===== src/rtl/huff_enc_ctrl.sv =====
// huff_enc_ctrl: codebook loader and symbol-stream sequencer for the parallel Huffman encoder
module huff_enc_ctrl #(
    parameter int SYMBOL_WIDTH      = 4,
    parameter int ENC_MAX_WIDTH     = 4,
    parameter int ENC_MAX_LEN_WIDTH = 2,
    parameter int NUM_SYMBOLS       = 16,
    parameter int PARALLELIZATION   = 4,
    parameter int ENC_LATENCY       = 2
) (
    input  logic                                    clk,
    input  logic                                    rst_n,
    input  logic                                    start_config,
    input  logic                                    cb_valid,
    output logic                                    cb_ready,
    input  logic [ENC_MAX_WIDTH-1:0]                cb_enc,
    input  logic [ENC_MAX_LEN_WIDTH-1:0]            cb_len,
    input  logic                                    sym_valid,
    output logic                                    sym_ready,
    input  logic [SYMBOL_WIDTH*PARALLELIZATION-1:0] sym_data,
    output logic                                    config_en,
    output logic [NUM_SYMBOLS-1:0]                  config_select,
    output logic [ENC_MAX_WIDTH-1:0]                config_enc,
    output logic [ENC_MAX_LEN_WIDTH-1:0]            config_enc_len,
    output logic [SYMBOL_WIDTH*PARALLELIZATION-1:0] enc_symbols,
    output logic                                    enc_valid,
    output logic                                    cfg_loaded,
    output logic                                    busy
);
    localparam int IW = $clog2(NUM_SYMBOLS);
    typedef enum logic [1:0] {IDLE, LOAD, RUN, DRAIN} state_t;
    state_t               state;
    logic [IW-1:0]        idx;
    logic [ENC_LATENCY:0] pipe;
    logic                 cb_hs, sym_hs;
    assign cb_ready  = state == LOAD;
    assign sym_ready = state == RUN && !start_config && !config_en;
    assign cb_hs     = cb_valid && cb_ready;
    assign sym_hs    = sym_valid && sym_ready;
    assign enc_valid = pipe[ENC_LATENCY];
    assign busy      = state != IDLE;
    always_ff @(posedge clk) begin
        if (!rst_n) begin
            state          <= IDLE;
            idx            <= '0;
            pipe           <= '0;
            config_en      <= 1'b0;
            config_select  <= '0;
            config_enc     <= '0;
            config_enc_len <= '0;
            enc_symbols    <= '0;
            cfg_loaded     <= 1'b0;
        end else begin
            config_en     <= cb_hs;
            config_select <= cb_hs ? NUM_SYMBOLS'(1) << idx : '0;
            pipe          <= {pipe[ENC_LATENCY-1:0], sym_hs};
            if (cb_hs) begin
                config_enc     <= cb_enc;
                config_enc_len <= cb_len;
            end
            if (sym_hs)
                enc_symbols <= sym_data;
            case (state)
                IDLE: if (start_config) begin
                    state      <= LOAD;
                    idx        <= '0;
                    cfg_loaded <= 1'b0;
                end
                LOAD: if (cb_hs) begin
                    if (idx == IW'(NUM_SYMBOLS - 1)) begin
                        state      <= RUN;
                        cfg_loaded <= 1'b1;
                    end else
                        idx <= idx + 1'b1;
                end
                RUN: if (start_config)
                    state <= DRAIN;
                // reload only once every accepted word has produced its enc_valid
                DRAIN: if (pipe == '0) begin
                    state      <= LOAD;
                    idx        <= '0;
                    cfg_loaded <= 1'b0;
                end
                default: state <= IDLE;
            endcase
        end
    end
endmodule

===== config.mk =====
export PLATFORM = sky130hd
export DESIGN_NAME = huff_enc_ctrl
export DESIGN_NICKNAME = d
export VERILOG_FILES = /design/src/rtl/huff_enc_ctrl.sv
export SDC_FILE = /design/constraint.sdc
export NUM_CORES = 1
export LEC_CHECK = 0
export ABC_CLOCK_PERIOD_IN_PS = 1700
export CAP_MARGIN = 20
export CELL_PAD_IN_SITES_DETAIL_PLACEMENT = 0
export CELL_PAD_IN_SITES_GLOBAL_PLACEMENT = 1
export CORE_MARGIN = 8
export CORE_UTILIZATION = 29
export CTS_CLUSTER_DIAMETER = 30
export DETAILED_ROUTE_END_ITERATION = 10
export PLACE_DENSITY_LB_ADDON = 0.1
export SETUP_SLACK_MARGIN = 0.3
export SLEW_MARGIN = 20
export SYNTH_ARGS = -nofsm -noshare
export SYNTH_HDL_FRONTEND = slang
export SYNTH_SLANG_ARGS = --single-unit

===== constraint.sdc =====
create_clock -name clk -period 1.7 [get_ports clk]
set_clock_uncertainty 0.05 [all_clocks]
set_input_delay 0.34 -clock clk [delete_from_list [all_inputs] [get_ports clk]]
set_output_delay 0.34 -clock clk [all_outputs]
set_load 0.005 [all_outputs]

==> impl_metrics.py <==
metrics = {
    "run_status": {
        "status": "finished clean",
    },
    "synthesis": {
        "avgSynthCellArea_um2": 9.417,
        "synth_seq_area_share": 0.5032,
        "ys.flop_type": "dfxtp_1",
        "syn-num-nets": 246,
        "synth_edf_count": 0,
        "synth_cells": 207,
        "synth_cell_type_count": 29,
        "yosysWarnings": 0,
        "postSynth.asyncResetShare": 0,
        "synth.ff_latch_count": 49,
        "netlist_area_um2": 1949,
    },
    "clocking": {
        "cts.sinks": 49,
        "cts_made_buffers": 5,
        "htreeDepth": 2,
        "cts_tree": "done",
        "insertion_delay_ps": 300,
        "root_buffer": "clkbuf_8",
        "clkTransAtPathRegs_ps": 90,
        "ctsLongestPathBuffers": 2,
        "ctsHoldBuffers": 0,
    },
    "global_route": {
        "grt_max_degree": 20,
        "grt_pass1_wl_mm": 8.438,
        "grt_pass1_vias": 1735,
        "antenna_found_initial": 0,
        "gr-total-overflow": 0,
        "grtUsageTotal": 0.1062,
    },
    "critical_path": {
        "r2r_slack_ps": 50,
        "cp_data_required_time_ps": 1830,
        "path_max_fanout": 4,
        "cp-end-kind": "flop",
        "critPathSlowestCell": "a2111oi_4",
        "cp_slowest_stage_delay_ps": 450,
        "reg2regPathDepth": 6,
        "timing.rr.start": "state[1]",
        "cp_cell_sequence": "inv_4 > ha_4 > nor2b_4 > a2111oi_4 > o21ai_2 > mux2i_1",
        "crit_arrival_ps": 1780,
        "worstReg2RegEnd": "idx[0]",
        "startpoint_type": "flop",
        "crit_type": "flop to flop",
    },
    "die": {
        "dieHeight_um": 97.99,
        "start_util": 0.2934,
        "dieArea_um2": 9601,
        "ios": 71,
        "num_rows": 30,
        "die-width_um": 97.99,
        "core_um2": 6644,
    },
    "timing": {
        "rsz0062_at_grt": "yes",
        "hold_viol_final": 0,
        "fin_tns_setup_ps": 0,
        "holdWs_ps": 399.3,
        "drv_slew": 0,
        "maxClockFrequency_mhz": 607.5,
        "fin_crit_sh": 0.9683,
        "slew_headroom": 0.7291,
        "setup_viol_count_final": 0,
        "period_minus_slack_ps": 1646,
        "worstMarginPinSlew_ps": 406.4,
    },
    "cells_and_area": {
        "drive_gt1_frac": 0.2980,
        "num_antenna_cells": 0,
        "final_common_cell": "dlygate4sd2_1",
        "post-route-util": 0.4902,
        "nNetsFinal": 340,
        "syn2layout_area_growth_pct": 67.07,
        "num-fill-cells": 628,
        "layout_common_cells": "dlygate4sd2_1 (42), dfxtp_1 (40), nand2_1 (31), clkdlybuf4s50_1 (25), buf_4 (20)",
    },
    "worst_hold_path": {
        "hold_depth": 2,
        "hold_class": "flop to flop",
        "hp-start": "enc_symbols[11]",
        "hold_end": "enc_symbols[11]",
    },
    "place": {
        "routabilityCongestion": 0.6983,
        "hpwl_mm": 3.649,
        "io_buffers": 70,
    },
    "run": {
        "cap_violations": 0,
    },
    "route": {
        "routed_wl_mm": 5.042,
        "drt_iter0_drc": 44,
        "wl_per_cell_um": 13.20,
        "drc": 0,
        "vias": 1664,
        "postRouteAntennaNets": 0,
        "first_pass_iters": 5,
        "avgViaCountPerCell": 4.356,
    },
    "pwr": {
        "power_density_nw_per_um2": 1027,
        "worst_ir_drop_vdd_mv": 0.4117,
        "leakage_nw": 1.538,
    },
}
[area by class of cell]
type,count,area [µm²],area share
repair buffers,98,928.4,0.2851
clock buffers,6,82.58,0.02536
multi-input cells,138,1067,0.3277
flip-flops and latches,49,999.7,0.3070
well taps,80,100.1,0.03073
clock inverters,2,37.54,0.01153
inverters,9,41.29,0.01268
[how the worst max path moves through the flow]
stage | end | startpoint | slack, ps
4_1_cts | idx[0] | state[1] | 50
2_1_floorplan | idx[0] | state[1] | 210
3_5_place_dp | sym_ready | start_config | -290
6_report | idx[0] | state[1] | 50
3_3_place_gp | sym_ready | start_config | -280
5_1_grt | idx[0] | state[0] | -20
[logic make-up (layout without fill, tap and decap cells)]
group / count (synthesis) / after routing / synth area share
simple gates: 91 / 91 / 0.2227
flops: 49 / 49 / 0.5032
compound gates: 31 / 31 / 0.1348
buf+inv: 20 / 115 / 0.04172
fa+ha+maj: 12 / 12 / 0.07702
mux: 4 / 4 / 0.02054
[synth_stat cells (2+ instances only)]
library cell	instances	area (µm²)
dfxtp_1	49	980.9
nand2_1	49	183.9
a21boi_0	22	165.2
and2_1	13	81.33
ha_1	12	150.1
nand3_1	11	55.05
and3_1	9	56.30
inv_1	9	33.78
clkbuf_1	5	18.77
buf_2	4	20.02
mux2i_1	4	40.04
nor2_1	2	7.510
o21ai_0	2	10.01
[metal layers]
metal	global-route usage	vias up	wire, µm
met1	0.1285	741	2291
met4	0.02878	0	38
met5	0	-	0
met3	0.04267	4	367
met2	0.1697	52	2345
li1	-	867	-
[power by group]
| part | switching, mW | total, mW | leakage [nW] | internal (mW) |
|---|---|---|---|---|
| clock | 0.382 | 0.860 | 0.0574 | 0.478 |
| combinational | 0.519 | 1.17 | 1.08 | 0.652 |
| sequential | 0.0757 | 1.32 | 0.401 | 1.24 |
[state kept, by name, indices dropped and copies added, names as in the netlist]
name and flops:
state 2, cfg_loaded 1, pipe 3, config_enc 4, enc_symbols 16, config_enc_len 2
config_en 1, config_select 16, idx 4
[what timing repair did]
item,CTS,global route
cloned,1,0
setup endpoints to repair,89,48
resized for setup,72,55
pin swaps,3,18
setup buffers,4,8
[critical path: cells and delay by family (launching register included)]
family / cells / cell delay, ps
AND/OR/NAND/NOR: 1 / 130
AO/OA/AOI/OAI: 2 / 620
flip-flops: 1 / 370
adder cells (fa/ha/maj): 1 / 150
buffers and inverters: 1 / 50
multiplexers: 1 / 150
[through the flow]
step / worst slack [ps] / instance area [µm²] / instances / power (mW)
floorplan: 208.0 / 2009 / 207 / 1.840
global placement: -277.4 / 2874 / 361 / 2.229
detailed placement: -293.9 / 2874 / 361 / 2.228
CTS: 53.47 / 3062 / 374 / 3.198
global route: -22.86 / 3257 / 382 / 3.562
finish: 53.97 / 3257 / 382 / 3.345
Power figures use the tool's default switching activity.
